$ cat config.mk
export PLATFORM = sky130hd
export DESIGN_NAME = calc_alu_scheduler_flat
export DESIGN_NICKNAME = d
export VERILOG_FILES = /design/src/rtl/calc_alu_pkg.sv /design/src/rtl/calc_alu_scheduler_if.sv /design/src/rtl/calc_cond_check.sv /design/src/rtl/calc_alu_scheduler.sv /design/src/flat_wrapper.sv
export SDC_FILE = /design/constraint.sdc
export NUM_CORES = 1
export LEC_CHECK = 0
export BUFFER_PORTS_ARGS = -buffer_cell sky130_fd_sc_hd__buf_2
export CAP_MARGIN = 15
export CORE_AREA = 3 3 114 116
export CTS_CLUSTER_SIZE = 10
export DETAILED_ROUTE_END_ITERATION = 8
export DIE_AREA = 0 0 117 119
export PLACE_DENSITY = 0.73
export SETUP_SLACK_MARGIN = 0.2
export SLEW_MARGIN = 20
export SYNTH_ARGS = -nofsm -noshare
export SYNTH_HDL_FRONTEND = slang
export SYNTH_SLANG_ARGS = --single-unit
$ cat constraint.sdc
create_clock -name clk -period 3.95 [get_ports clk]
set_input_delay 0.79 -clock clk [delete_from_list [all_inputs] [get_ports clk]]
set_output_delay 0.79 -clock clk [all_outputs]
set_load 0.02 [all_outputs]
$ cat src/rtl/calc_alu_pkg.sv
// Shared encodings for the calculator ALU scheduler: command and ALU-control codes,
// ARM condition codes, NZCV bit positions, FSM states and the command decoder.
package calc_alu_pkg;

  localparam logic [3:0] CmdAnd = 4'b0000;
  localparam logic [3:0] CmdSub = 4'b0010;
  localparam logic [3:0] CmdAdd = 4'b0100;
  localparam logic [3:0] CmdCmp = 4'b1010;
  localparam logic [3:0] CmdOrr = 4'b1100;

  typedef enum logic [1:0] {
    AluAdd = 2'b00,
    AluSub = 2'b01,
    AluAnd = 2'b10,
    AluOrr = 2'b11
  } alu_ctrl_e;

  localparam logic [3:0] CondEq = 4'b0000;
  localparam logic [3:0] CondNe = 4'b0001;
  localparam logic [3:0] CondCs = 4'b0010;
  localparam logic [3:0] CondCc = 4'b0011;
  localparam logic [3:0] CondMi = 4'b0100;
  localparam logic [3:0] CondPl = 4'b0101;
  localparam logic [3:0] CondVs = 4'b0110;
  localparam logic [3:0] CondVc = 4'b0111;
  localparam logic [3:0] CondHi = 4'b1000;
  localparam logic [3:0] CondLs = 4'b1001;
  localparam logic [3:0] CondGe = 4'b1010;
  localparam logic [3:0] CondLt = 4'b1011;
  localparam logic [3:0] CondGt = 4'b1100;
  localparam logic [3:0] CondLe = 4'b1101;
  localparam logic [3:0] CondAl = 4'b1110;
  localparam logic [3:0] CondNv = 4'b1111;

  localparam int unsigned FlagN = 3;
  localparam int unsigned FlagZ = 2;
  localparam int unsigned FlagC = 1;
  localparam int unsigned FlagV = 0;

  typedef enum logic [1:0] {
    StIdle = 2'b00,
    StExec = 2'b01,
    StResp = 2'b10
  } sched_state_e;

  typedef struct packed {
    logic      ok;     // command is supported
    logic      wb;     // result goes back to a register
    logic      arith;  // flag-setting writes C and V as well as N and Z
    alu_ctrl_e ctrl;
  } cmd_dec_t;

  function automatic cmd_dec_t decode_cmd(logic [3:0] cmd);
    cmd_dec_t d;
    d.ok    = 1'b1;
    d.wb    = 1'b1;
    d.arith = 1'b1;
    d.ctrl  = AluAdd;
    case (cmd)
      CmdAdd: d.ctrl = AluAdd;
      CmdSub: d.ctrl = AluSub;
      CmdCmp: begin
        d.ctrl = AluSub;
        d.wb   = 1'b0;
      end
      CmdAnd: begin
        d.ctrl  = AluAnd;
        d.arith = 1'b0;
      end
      CmdOrr: begin
        d.ctrl  = AluOrr;
        d.arith = 1'b0;
      end
      default: begin
        d.ok = 1'b0;
        d.wb = 1'b0;
      end
    endcase
    return d;
  endfunction

endpackage

$ cat src/rtl/calc_alu_scheduler_if.sv
// Request, ALU and response signals of the ALU scheduler. The scheduler uses the
// slave modport; requesters, the ALU and the response consumer sit on the master side.
interface calc_alu_scheduler_if #(
  parameter int unsigned WIDTH = 32
) ();

  logic [1:0]            req_valid;
  logic [1:0]            req_ready;
  logic [1:0][4:0]       req_funct;
  logic [1:0][3:0]       req_cond;
  logic [1:0][WIDTH-1:0] req_a;
  logic [1:0][WIDTH-1:0] req_b;

  logic [WIDTH-1:0]      alu_a;
  logic [WIDTH-1:0]      alu_b;
  logic [1:0]            alu_ctrl;
  logic [WIDTH-1:0]      alu_result;
  logic [3:0]            alu_flags;

  logic                  rsp_valid;
  logic                  rsp_ready;
  logic                  rsp_id;
  logic [WIDTH-1:0]      rsp_result;
  logic                  rsp_wb;
  logic                  rsp_err;
  logic                  rsp_skip;
  logic [3:0]            flags;

  modport slave (
    input  req_valid, req_funct, req_cond, req_a, req_b,
    input  alu_result, alu_flags, rsp_ready,
    output req_ready, alu_a, alu_b, alu_ctrl,
    output rsp_valid, rsp_id, rsp_result, rsp_wb, rsp_err, rsp_skip, flags
  );

  modport master (
    output req_valid, req_funct, req_cond, req_a, req_b,
    output alu_result, alu_flags, rsp_ready,
    input  req_ready, alu_a, alu_b, alu_ctrl,
    input  rsp_valid, rsp_id, rsp_result, rsp_wb, rsp_err, rsp_skip, flags
  );

endinterface

$ cat src/rtl/calc_cond_check.sv
// ARM condition-code evaluator: decides whether an instruction with the given
// condition executes under the current NZCV flags. 1111 is treated as always.
module calc_cond_check
  import calc_alu_pkg::*;
(
  input  logic [3:0] cond,
  input  logic [3:0] nzcv,
  output logic       pass
);

  logic n, z, c, v;

  assign n = nzcv[FlagN];
  assign z = nzcv[FlagZ];
  assign c = nzcv[FlagC];
  assign v = nzcv[FlagV];

  always_comb begin
    pass = 1'b1;
    case (cond)
      CondEq:  pass = z;
      CondNe:  pass = ~z;
      CondCs:  pass = c;
      CondCc:  pass = ~c;
      CondMi:  pass = n;
      CondPl:  pass = ~n;
      CondVs:  pass = v;
      CondVc:  pass = ~v;
      CondHi:  pass = c & ~z;
      CondLs:  pass = ~c | z;
      CondGe:  pass = (n == v);
      CondLt:  pass = (n != v);
      CondGt:  pass = ~z & (n == v);
      CondLe:  pass = z | (n != v);
      CondAl:  pass = 1'b1;
      CondNv:  pass = 1'b1;
      default: pass = 1'b1;
    endcase
  end

endmodule

$ cat src/rtl/calc_alu_scheduler.sv
// Round-robin sharing of the calculator ALU between two requesters, with NZCV ownership.
// Define CALC_ALU_SCHED_COND_EN to evaluate req_cond against the flags before executing.
module calc_alu_scheduler
  import calc_alu_pkg::*;
#(
  parameter int unsigned WIDTH = 32
) (
  input  logic                 clk,
  input  logic                 rst_n,
  calc_alu_scheduler_if.slave  bus
);

  sched_state_e     state_q;
  logic             ptr_q;
  logic [WIDTH-1:0] alu_a_q;
  logic [WIDTH-1:0] alu_b_q;
  logic [1:0]       alu_ctrl_q;
  logic             arith_q;
  logic             set_flags_q;
  logic             rsp_valid_q;
  logic             rsp_id_q;
  logic [WIDTH-1:0] rsp_result_q;
  logic             rsp_wb_q;
  logic             rsp_err_q;
  logic             rsp_skip_q;
  logic [3:0]       flags_q;

  logic [1:0] grant;
  logic       gnt_id;
  logic [4:0] funct_sel;
  cmd_dec_t   dec;
  logic       cond_pass;

  // Grants only from IDLE; on contention the pointer names the favoured requester.
  always_comb begin
    grant = 2'b00;
    if (state_q == StIdle) begin
      case (bus.req_valid)
        2'b01:   grant = 2'b01;
        2'b10:   grant = 2'b10;
        2'b11:   grant = ptr_q ? 2'b10 : 2'b01;
        default: grant = 2'b00;
      endcase
    end
  end

  assign gnt_id    = grant[1];
  assign funct_sel = bus.req_funct[gnt_id];
  assign dec       = decode_cmd(funct_sel[4:1]);

`ifdef CALC_ALU_SCHED_COND_EN
  logic [3:0] cond_sel;

  assign cond_sel = bus.req_cond[gnt_id];

  calc_cond_check u_cond_check (
    .cond (cond_sel),
    .nzcv (flags_q),
    .pass (cond_pass)
  );
`else
  logic unused_cond;

  assign unused_cond = ^bus.req_cond;
  assign cond_pass   = 1'b1;
`endif

  always_ff @(posedge clk or negedge rst_n) begin
    if (!rst_n) begin
      state_q      <= StIdle;
      ptr_q        <= 1'b0;
      alu_a_q      <= '0;
      alu_b_q      <= '0;
      alu_ctrl_q   <= AluAdd;
      arith_q      <= 1'b0;
      set_flags_q  <= 1'b0;
      rsp_valid_q  <= 1'b0;
      rsp_id_q     <= 1'b0;
      rsp_result_q <= '0;
      rsp_wb_q     <= 1'b0;
      rsp_err_q    <= 1'b0;
      rsp_skip_q   <= 1'b0;
      flags_q      <= 4'b0000;
    end else begin
      case (state_q)
        StIdle: begin
          if (grant != 2'b00) begin
            ptr_q        <= ~gnt_id;
            alu_a_q      <= bus.req_a[gnt_id];
            alu_b_q      <= bus.req_b[gnt_id];
            alu_ctrl_q   <= dec.ctrl;
            arith_q      <= dec.arith;
            set_flags_q  <= funct_sel[0];
            rsp_id_q     <= gnt_id;
            rsp_result_q <= '0;
            rsp_wb_q     <= dec.wb & cond_pass;
            rsp_err_q    <= ~dec.ok;
            rsp_skip_q   <= dec.ok & ~cond_pass;
            // Nothing to execute: answer straight away without touching the ALU or flags.
            if (!dec.ok || !cond_pass) begin
              rsp_valid_q <= 1'b1;
              state_q     <= StResp;
            end else begin
              state_q     <= StExec;
            end
          end
        end
        StExec: begin
          rsp_result_q <= bus.alu_result;
          if (set_flags_q) begin
            if (arith_q) begin
              flags_q <= bus.alu_flags;
            end else begin
              flags_q[FlagN] <= bus.alu_flags[FlagN];
              flags_q[FlagZ] <= bus.alu_flags[FlagZ];
            end
          end
          rsp_valid_q <= 1'b1;
          state_q     <= StResp;
        end
        StResp: begin
          if (bus.rsp_ready) begin
            rsp_valid_q <= 1'b0;
            state_q     <= StIdle;
          end
        end
        default: state_q <= StIdle;
      endcase
    end
  end

  // Gated by reset so a requester holding valid never sees an accept during reset.
  assign bus.req_ready  = grant & {2{rst_n}};
  assign bus.alu_a      = alu_a_q;
  assign bus.alu_b      = alu_b_q;
  assign bus.alu_ctrl   = alu_ctrl_q;
  assign bus.rsp_valid  = rsp_valid_q;
  assign bus.rsp_id     = rsp_id_q;
  assign bus.rsp_result = rsp_result_q;
  assign bus.rsp_wb     = rsp_wb_q;
  assign bus.rsp_err    = rsp_err_q;
  assign bus.rsp_skip   = rsp_skip_q;
  assign bus.flags      = flags_q;

endmodule

$ cat src/flat_wrapper.sv
// flat-port wrapper written by rule: the top's interface ports become plain ports
module calc_alu_scheduler_flat import calc_alu_pkg::*;
#(
  parameter int unsigned WIDTH = 32
)
  (clk, rst_n, bus_req_valid, bus_req_funct, bus_req_cond, bus_req_a, bus_req_b, bus_alu_result, bus_alu_flags, bus_rsp_ready, bus_req_ready, bus_alu_a, bus_alu_b, bus_alu_ctrl, bus_rsp_valid, bus_rsp_id, bus_rsp_result, bus_rsp_wb, bus_rsp_err, bus_rsp_skip, bus_flags);
  calc_alu_scheduler_if #(.WIDTH(WIDTH)) bus_i ();
  input  logic clk;
  input  logic rst_n;
  input wire logic [$bits(bus_i.req_valid)-1:0] bus_req_valid;
  input wire logic [$bits(bus_i.req_funct)-1:0] bus_req_funct;
  input wire logic [$bits(bus_i.req_cond)-1:0] bus_req_cond;
  input wire logic [$bits(bus_i.req_a)-1:0] bus_req_a;
  input wire logic [$bits(bus_i.req_b)-1:0] bus_req_b;
  input wire logic [$bits(bus_i.alu_result)-1:0] bus_alu_result;
  input wire logic [$bits(bus_i.alu_flags)-1:0] bus_alu_flags;
  input wire logic [$bits(bus_i.rsp_ready)-1:0] bus_rsp_ready;
  output wire logic [$bits(bus_i.req_ready)-1:0] bus_req_ready;
  output wire logic [$bits(bus_i.alu_a)-1:0] bus_alu_a;
  output wire logic [$bits(bus_i.alu_b)-1:0] bus_alu_b;
  output wire logic [$bits(bus_i.alu_ctrl)-1:0] bus_alu_ctrl;
  output wire logic [$bits(bus_i.rsp_valid)-1:0] bus_rsp_valid;
  output wire logic [$bits(bus_i.rsp_id)-1:0] bus_rsp_id;
  output wire logic [$bits(bus_i.rsp_result)-1:0] bus_rsp_result;
  output wire logic [$bits(bus_i.rsp_wb)-1:0] bus_rsp_wb;
  output wire logic [$bits(bus_i.rsp_err)-1:0] bus_rsp_err;
  output wire logic [$bits(bus_i.rsp_skip)-1:0] bus_rsp_skip;
  output wire logic [$bits(bus_i.flags)-1:0] bus_flags;
  assign bus_i.req_valid = bus_req_valid;
  assign bus_i.req_funct = bus_req_funct;
  assign bus_i.req_cond = bus_req_cond;
  assign bus_i.req_a = bus_req_a;
  assign bus_i.req_b = bus_req_b;
  assign bus_i.alu_result = bus_alu_result;
  assign bus_i.alu_flags = bus_alu_flags;
  assign bus_i.rsp_ready = bus_rsp_ready;
  assign bus_req_ready = bus_i.req_ready;
  assign bus_alu_a = bus_i.alu_a;
  assign bus_alu_b = bus_i.alu_b;
  assign bus_alu_ctrl = bus_i.alu_ctrl;
  assign bus_rsp_valid = bus_i.rsp_valid;
  assign bus_rsp_id = bus_i.rsp_id;
  assign bus_rsp_result = bus_i.rsp_result;
  assign bus_rsp_wb = bus_i.rsp_wb;
  assign bus_rsp_err = bus_i.rsp_err;
  assign bus_rsp_skip = bus_i.rsp_skip;
  assign bus_flags = bus_i.flags;
  calc_alu_scheduler #(.WIDTH(WIDTH)) u_core (.clk(clk), .rst_n(rst_n), .bus(bus_i));
endmodule
==> results of run 1 <==
## kinds of logic after synthesis
logic type	after synthesis
AO/OA/AOI/OAI	117
XOR/XNOR	2
adder cells (fa/ha/maj)	3
buffers and inverters	90
flip-flops	111
multiplexers	8
other	1
AND/OR/NAND/NOR	56
## Yosys cell counts, types with 5 or more instances
library cell  number  area (um2)
clkbuf_1           8        30.0
a22o_1            32         280
buf_6              7        78.8
o22ai_1           10        62.6
buf_2             12        60.1
dfrtp_1          111        2780
o21ai_0            5        25.0
nor2_1            22        82.6
inv_1             60         225
nand2_1           14        52.6
a222oi_1          55         551
a21oi_1            5        25.0
## report_power, final
| part | internal, W | switching (W) |
|---|---|---|
| clock | 0.000558 | 0.000394 |
| sequential | 0.00168 | 0.000306 |
| combinational | 0.000946 | 0.00163 |
## registers in the layout, summed over array words and instances, names as in the netlist
register / count
u_core.state_q: 2
u_core.bus.rsp_wb: 1
u_core.bus.rsp_valid: 1
u_core.ptr_q: 1
u_core.bus.rsp_err: 1
u_core.arith_q: 1
u_core.bus.alu_ctrl: 2
u_core.bus.alu_b: 32
u_core.set_flags_q: 1
u_core.bus.flags: 4
u_core.bus.rsp_id: 1
u_core.bus.rsp_result: 32
u_core.bus.alu_a: 32
## per-stage QoR
stage	area (um2)	total power, W	hold slack (ns)	worst slack [ns]	std cells
global placement	6120	0.00451	0.458	1.36	798
floorplan	4630	0.00368	0.448	1.51	388
global route	6440	0.00588	0.521	0.851	814
CTS	6440	0.00556	0.484	1.01	814
finish	6440	0.00551	0.480	1.02	814
detailed placement	6120	0.00459	0.462	1.30	798
## area by class of cell
| class | instances | area [um2] |
|---|---|---|
| inverter | 60 | 225 |
| clock inverter | 5 | 81.3 |
| timing repair buffer | 293 | 1490 |
| fill | 1094 | 5570 |
| sequential | 111 | 2780 |
| tap | 147 | 184 |
| multi-input combinational | 187 | 1450 |
| clock buffer | 11 | 233 |
## worst max-delay path: cells and delay by family, from the launching register on
kind	cells	cell delay (ns)
buffers and inverters	3	0.57
flip-flops	1	0.40
adder cells (fa/ha/maj)	1	0.35
AND/OR/NAND/NOR	2	0.33
AO/OA/AOI/OAI	1	0.13
## worst max-delay path by stage
stage | to | from | depth (start not counted) | slack, ns
global route | bus_req_ready[1] | u_core.state_q[0]$_DFFE_PN0P_ | 7 | 0.85
global placement | bus_req_ready[1] | bus_req_valid[1] | 6 | 1.36
CTS | bus_req_ready[1] | u_core.state_q[0]$_DFFE_PN0P_ | 7 | 1.01
finish | bus_req_ready[1] | u_core.state_q[0]$_DFFE_PN0P_ | 7 | 1.02
floorplan | bus_req_ready[1] | u_core.state_q[0]$_DFFE_PN0P_ | 8 | 1.51
detailed placement | bus_req_ready[1] | bus_req_valid[1] | 6 | 1.30
## layer usage
layer,wire (um),global-route usage [%]
met5,0,0
met4,124,5.38
met3,1310,4.57
met2,6900,32.7
met1,5490,24.0
## cells in the final DEF, fill, tap and decap left out, types with 5 or more instances in the layout
cell type | Yosys | layout
buf_2 | 12 | 285
inv_1 | 60 | 60
dfrtp_1 | 111 | 111
o21ai_0 | 5 | 5
o22ai_1 | 10 | 10
a222oi_1 | 55 | 55
a22o_1 | 32 | 32
nand2_1 | 14 | 14
clkbuf_16 | 0 | 9
buf_4 | 2 | 8
nor2_1 | 22 | 22
==> flow_summary.toml, run 1 <==
[synthesis]
synth_flop_cell = "dfrtp_1"
ys_warn_count = 0
async_flop_share_pct = 100
synth_compound_area_share_pct = 22.4
yosys_register_bits = 111
synthAdderAreaFrac_pct = 0.811
syn_avg_cell_area_um2 = 11.9
synthSimpleGateAreaFrac_pct = 5.57
synth_seq_area_share_pct = 60.0
synth-xor-area-share_pct = 0.378
synth_cell_types = 37
netlist_area_um2 = 4630
synth_cells = 388
synth_nets = 578
synth_edf_count = 0
synthMuxAreaShare_pct = 1.84
synth_top_family_by_area = "compound AO/OA/AOI/OAI gates"

[setup_path]
reg2reg_to = "u_core.state_q[1]$_DFFE_PN0P_"
crit_chain = "inv_1 > ha_1 > nand2_2 > a21oi_4 > buf_4 > and2_1 > buf_2"
crit_type = "reg -> out"
slowest_delay_ns = 0.40
r2r_setup_slack_ns = 1.54
timing.rr.start = "u_core.state_q[0]$_DFFE_PN0P_"
end_kind = "primary output"
critPathSlowestCell = "dfrtp_1"
rr_worst_depth = 8
worst-path-max-fanout = 26
start_kind = "register"
cp.required_ns = 3.16
crit_arrival_ns = 2.14

[timing]
max-slew-margin-rel_pct = 43.8
tns_ns = 0
fin_crit_ns = 2.93
rsz0062_at_grt = "no"
hold_violations = 0
setup_viol = 0
fmax_ghz = 0.342
final_max_slew_viol_count = 0
worst-slew-pin-transition_ns = 0.843
finalClockSkew_ns = 0.00861
fin_crit_sh_pct = 74.1

[global_routing]
grt_pass1_wl_um = 21200
grtUsageTotal_pct = 19.2
gr-total-overflow = 0
grt_pass1_vias = 4281
grt_max_degree = 68
grt_antenna_before_repair = 0

[detailed_routing]
wl_per_cell_um = 17.0
via_per_inst = 5.33
ant_nets = 0
drtIter0Drc = 428
drt-pass1-iter-count = 9
vias = 4338
drc = 0
drt_wl_total_um = 13800

[clock_tree]
cts_resized = 0
postCtsSetupBuffers = 0
cts.clk_slew.worst_paths_ns = 0.07
clock_latency_ns = 0.34
cts.htree.levels = 3
clock-sinks = 111
cts_made_buffers = 9
clk_root_buffer_cell = "clkbuf_16"
clk_path_buf_depth = 2
cts_hold_buf = 0
cts_tree = "done"

[hold_path]
holdPathEnd = "u_core.bus.rsp_id$_DFFE_PN0P_"
hold_path.class = "reg -> reg"
hold_start = "u_core.bus.rsp_id$_DFFE_PN0P_"
hold_depth = 2

[pwr]
leakage_nw = 3.62
vdd_drop_max_mv = 0.343
power.density_nw_per_um2 = 856

[cells_and_area]
layout-drive-gt1-share_pct = 47.7
fin_nets = 852
post-route-util_pct = 53.6
areaGrowthSynthToFinish_pct = 39.1
n_antenna_cell = 0

[floorplanning]
die_y_um = 119
initial_core_util_pct = 38.6
pin_count = 296
die_x_um = 117
rows = 40
core_area_um2 = 12000
dieArea_um2 = 13900

[outcome]
status = "completed"

[place]
routabilityCongestion = 0.795
portBuffers = 286
dp_hpwl_um = 10300

[flow_run]
cap_violations = 0
Power figures use the tool's default switching activity.
==> run 2, diff against run 1 <==
- CORE_AREA: 3 3 114 116 -> 3 3 115 117
- DIE_AREA: 0 0 117 119 -> 0 0 118 120
- PLACE_DENSITY: 0.73 -> 0.72
- clock period: 3.95 -> 3 ns (I/O delays scaled with it)
==> run 2 against run 1 <==
Effect of this change:
- critical path type unchanged
- critical endpoint is now bus_req_ready[0]
- critical path depth shrank 1
- largest power group unchanged
- setup slack lost 0.50 ns
- combinational power rose by 32%
- sequential power up 33%
- wire length shrank 0.60%
==> flow_summary.toml, run 2 (synthesis gave the netlist of run 1 again) <==
[cells_and_area]
finalInstanceArea_um2 = 6470
layout-drive-gt1-share_pct = 47.8
final_common_cell = "buf_2"
layout_common_cells = "285 x buf_2, 111 x dfrtp_1, 60 x inv_1"
fin_nets = 852
n_antenna_cell = 0
instances_no_fill = 839
areaGrowthSynthToFinish_pct = 39.6

[setup_path]
path_buf_inv = 2
crit_start = "u_core.state_q[0]$_DFFE_PN0P_"
crit_arrival_ns = 1.87
crit_type = "reg -> out"
reg2reg_to = "u_core.bus.alu_ctrl[1]$_DFFE_PN0P_"
slowest_delay_ns = 0.40
cp.required_ns = 2.40
end_kind = "primary output"
crit_chain = "inv_1 > ha_1 > nand2_1 > a21oi_4 > and2_1 > buf_2"
rr_worst_depth = 8
start_kind = "register"
r2r_setup_slack_ns = 0.72
timing.rr.start = "u_core.state_q[0]$_DFFE_PN0P_"
critPathSlowestCell = "dfrtp_1"
critical-path-top-delay-family = "flip-flops"
worst-path-max-fanout = 7

[timing]
fin_crit_sh_pct = 82.4
fin_crit_ns = 2.47
max-slew-margin-rel_pct = 46.3
hold_violations = 0
setup_viol = 0
final_max_slew_viol_count = 0
rsz0062_at_grt = "no"
fin_ws_ns = 0.527
finalClockSkew_ns = 0.0105
worst-slew-pin-transition_ns = 0.806
fmax_ghz = 0.404
tns_ns = 0

[detailed_routing]
drc = 0
via_per_inst = 5.26
drt-pass1-iter-count = 8
drt_wl_total_um = 13700
wl_per_cell_um = 16.4
ant_nets = 0
drtIter0Drc = 528
vias = 4411

[global_routing]
grtUsageTotal_pct = 18.7
grt_max_degree = 66
grt_pass1_wl_um = 21500
gr-total-overflow = 0
grt_pass1_vias = 4360
grt_antenna_before_repair = 0

[floorplanning]
core_area_um2 = 12500
rows = 41
pin_count = 296
die_y_um = 120
die_x_um = 118
initial_core_util_pct = 37.1
dieArea_um2 = 14200

[clock_tree]
cts.clk_slew.worst_paths_ns = 0.07
clk_root_buffer_cell = "clkbuf_16"
clock-sinks = 111
cts_made_buffers = 9
clk_path_buf_depth = 2
cts_hold_buf = 0
cts.htree.levels = 3
clock_latency_ns = 0.34
cts_tree = "done"
postCtsSetupBuffers = 0
cts_resized = 0

[place]
routabilityCongestion = 0.803
portBuffers = 286
place_inst = 823
placed_area_um2 = 6160
dp_hpwl_um = 10100
dp_slack_ns = 0.646

[outcome]
status = "completed"

[hold_path]
hold_path.class = "in -> reg"
holdPathEnd = "u_core.bus.rsp_result[14]$_DFFE_PN0P_"
hold_start = "bus_alu_result[14]"
hold_depth = 2

[pwr]
power.density_nw_per_um2 = 1120
vdd_drop_max_mv = 0.430
leakage_nw = 3.62

[flow_run]
cap_violations = 0
-- run 2: changes by cell type in the layout (fill, tap and decap cells not counted), sizes merged --
cell | before | now
clkbuf | 11 | 12
bufinv | 2 | 1
clkinvlp | 1 | 0
clkinv | 1 | 2
-- run 2: layout make-up --
cell class                      instances  area, um2
Fill cell                            1130       6000
Sequential cell                       111       2780
Timing Repair Buffer                  293       1490
Multi-Input combinational cell        187       1450
Clock buffer                           12        256
Inverter                               60        225
Tap cell                              172        215
Clock inverter                          4       52.6
-- run 2: worst max path at each step --
stage	endpoint	slack, ns	cells past startpoint
after floorplan	bus_req_ready[1]	0.75	8
after global placement	u_core.bus.alu_ctrl[1]$_DFFE_PN0P_	0.81	8
after detailed placement	u_core.bus.rsp_result[19]$_DFFE_PN0P_	0.65	6
after CTS	bus_req_ready[0]	0.51	6
after global routing	bus_req_ready[0]	0.42	6
final	bus_req_ready[0]	0.53	6
-- run 2: layer usage --
layer,GRT usage [%],wire length [um]
met5,0,0
met2,31.7,6930
met3,5.09,1210
met1,23.3,5380
met4,5.86,217
-- run 2: worst reg2reg max path, cell delays in order (launching register included) --
cell and delay [ns]:
dfrtp_1 0.40, inv_1 0.11, ha_1 0.34, nand2_2 0.14, a21oi_4 0.19, buf_4 0.38
nor4_1 0.12, or3_1 0.38, o21a_1 0.11
-- run 2: where the power goes --
group | total [W] | switching [W] | internal, W
Sequential | 0.00263 | 0.000420 | 0.00221
Combinational | 0.00338 | 0.00213 | 0.00125
Clock | 0.00122 | 0.000525 | 0.000697
Total | 0.00723 | 0.00308 | 0.00415
-- run 2: per-stage QoR --
stage	hold WS (ns)	util, %	total power, W
finish	0.471	51.9	0.00723
global route	0.455	51.9	0.00770
CTS	0.455	51.9	0.00731
detailed placement	0.472	49.4	0.00606
global placement	0.458	49.4	0.00591
floorplan	0.304	-	0.00485
==> run 3, diff against run 2 <==
- clock period: 3 -> 2.5 ns (I/O delays scaled with it)
==> run 3 against run 2 <==
Effect of this change:
- utilization up 0.41 points
- critical path depth unchanged
- highest routed layer unchanged
- power up 21%
- critical path type unchanged
- sequential cell count unchanged
- non-clock buffer count rose by 4
- clock-buffer cell count is 2 lower
- largest cell class unchanged
- setup slack worse by 0.17 ns
- design area rose by 0.79%
==> flow_summary.toml, run 3 (synthesis gave the netlist of run 1 again) <==
[timing]
hold_violations = 0
tns_ns = 0
final_max_slew_viol_count = 0
max-slew-margin-rel_pct = 52.1
fmax_ghz = 0.466
rsz0062_at_grt = "no"
setup_viol = 0
fin_ws_ns = 0.353
worst-slew-pin-transition_ns = 0.719
fin_crit_ns = 2.15
finalClockSkew_ns = 0.00828
fin_crit_sh_pct = 85.9

[floorplanning]
die_x_um = 118
core_area_um2 = 12500
die_y_um = 120
pin_count = 296
rows = 41
initial_core_util_pct = 37.1
dieArea_um2 = 14200

[setup_path]
cp.required_ns = 2.00
timing.rr.start = "u_core.state_q[0]$_DFFE_PN0P_"
worst-path-max-fanout = 7
reg2reg_to = "u_core.state_q[1]$_DFFE_PN0P_"
cp-endpoint = "bus_req_ready[1]"
start_kind = "register"
crit_start = "u_core.state_q[0]$_DFFE_PN0P_"
end_kind = "primary output"
crit_arrival_ns = 1.65
crit_type = "reg -> out"
rr_worst_depth = 8
r2r_setup_slack_ns = 0.52

[cells_and_area]
final_common_cell = "buf_2"
layout_common_cells = "285 x buf_2, 111 x dfrtp_1, 58 x inv_1"
n_antenna_cell = 0
multi_input_area_um2 = 1470
finalInstanceArea_um2 = 6520
areaGrowthSynthToFinish_pct = 40.7
regArea_um2 = 2780
fin_nets = 856
post-route-util_pct = 52.3
n_fill_cell = 1123
layout-drive-gt1-share_pct = 48.9

[global_routing]
grt_pass1_vias = 4363
grt_antenna_before_repair = 0
grt_max_degree = 61
grtUsageTotal_pct = 18.7
gr-total-overflow = 0
grt_pass1_wl_um = 21300

[pwr]
vdd_drop_max_mv = 0.601
power.share.switching_pct = 42.5
internal_power_w = 0.00501
leakage_nw = 3.64
p_comb_share_pct = 46.9
switching_power_w = 0.00371
power.density_nw_per_um2 = 1340
seq_power_share_pct = 36.0
total_power_w = 0.00873
clkPwrFrac_pct = 17.1

[clock_tree]
cts_hold_buf = 0
clock_latency_ns = 0.35
cts.htree.levels = 3
cts_made_buffers = 9
clk_path_buf_depth = 2
clock-sinks = 111
cts.clk_slew.worst_paths_ns = 0.08
clk_root_buffer_cell = "clkbuf_16"
cts_tree = "done"

[place]
routabilityCongestion = 0.803
placed_area_um2 = 6170
dp_slack_ns = 0.183
dp_hpwl_um = 10200
portBuffers = 286

[detailed_routing]
via_per_inst = 5.16
drt_wl_total_um = 13500
vias = 4352
drtIter0Drc = 470
drt-pass1-iter-count = 8
wl_per_cell_um = 16.1
drc = 0
ant_nets = 0

[flow_run]
cap_violations = 0

[outcome]
status = "completed"

[hold_path]
hold_path.class = "in -> async"
-- run 3: cell types whose count changed in the layout (fill, tap and decap cells not counted) --
cell / previous run / this run
clkinv_4: 1 / 0
ha_1: 3 / 2
inv_2: 0 / 2
inv_1: 60 / 58
nand2_1: 14 / 13
buf_4: 8 / 12
clkbuf_1: 1 / 0
inv_8: 0 / 2
ha_4: 0 / 1
nand2_2: 1 / 2
clkinvlp_4: 0 / 2
clkbuf_8: 2 / 1
clkinv_2: 1 / 0
-- run 3: how the worst min path moves through the flow --
| stage | slack, ns | start | cells past startpoint | end |
|---|---|---|---|---|
| 2_1_floorplan | 0.20 | rst_n | 0 | u_core.arith_q$_DFFE_PN0P_ |
| 3_3_place_gp | 0.46 | u_core.bus.rsp_id$_DFFE_PN0P_ | 2 | u_core.bus.rsp_id$_DFFE_PN0P_ |
| 3_5_place_dp | 0.47 | u_core.bus.alu_ctrl[0]$_DFFE_PN0P_ | 2 | u_core.bus.alu_ctrl[0]$_DFFE_PN0P_ |
| 4_1_cts | 0.34 | bus_req_b[37] | 3 | u_core.bus.alu_b[5]$_DFFE_PN0P_ |
| 5_1_grt | 0.35 | bus_alu_result[8] | 2 | u_core.bus.rsp_result[8]$_DFFE_PN0P_ |
| 6_report | 0.32 | rst_n | 2 | u_core.state_q[1]$_DFFE_PN0P_ |
-- run 3: critical path, cell delays in order (launching register included) --
cell and delay, ns:
dfrtp_1 0.41, inv_2 0.10, ha_4 0.20, nand2_2 0.10
a21oi_4 0.16, and2_1 0.14, buf_2 0.18
-- run 3: through the flow --
step | cells | hold WS [ns]
global route | 843 | 0.351
floorplan | 388 | 0.204
finish | 843 | 0.317
global placement | 825 | 0.457
CTS | 841 | 0.343
detailed placement | 825 | 0.471
-- run 3: power groups by stage --
stage                     clock network [W]  logic, W  registers [W]
after global placement                    0   0.00399        0.00313
after global routing                0.00161   0.00445        0.00324
after detailed placement                  0   0.00411        0.00315
after CTS                           0.00154   0.00413        0.00313
after floorplan                           0   0.00170        0.00412
final                               0.00150   0.00409        0.00314
-- run 3: routing by layer --
metal | global-route usage (%) | vias up | routed length (um)
li1 | - | 1992 | -
met1 | 23.4 | 2090 | 5320
met2 | 31.5 | 251 | 6900
met3 | 4.24 | 19 | 1080
met4 | 7.40 | 0 | 244
met5 | 0 | - | 0
-- run 3: cell type report --
class / instances / area share [%]
sequential: 111 / 42.6
timing repair buffer: 297 / 23.3
multi-input combinational: 187 / 22.5
clock buffer: 10 / 3.67
inverter: 60 / 3.46
tap: 172 / 3.30
clock inverter: 6 / 1.17
-- run 3: what timing repair did --
item | CTS | global route
setup endpoints to repair | 34 | 2
pin swaps | 0 | 1
buffers inserted | 0 | 2
gates resized for setup | 2 | 3
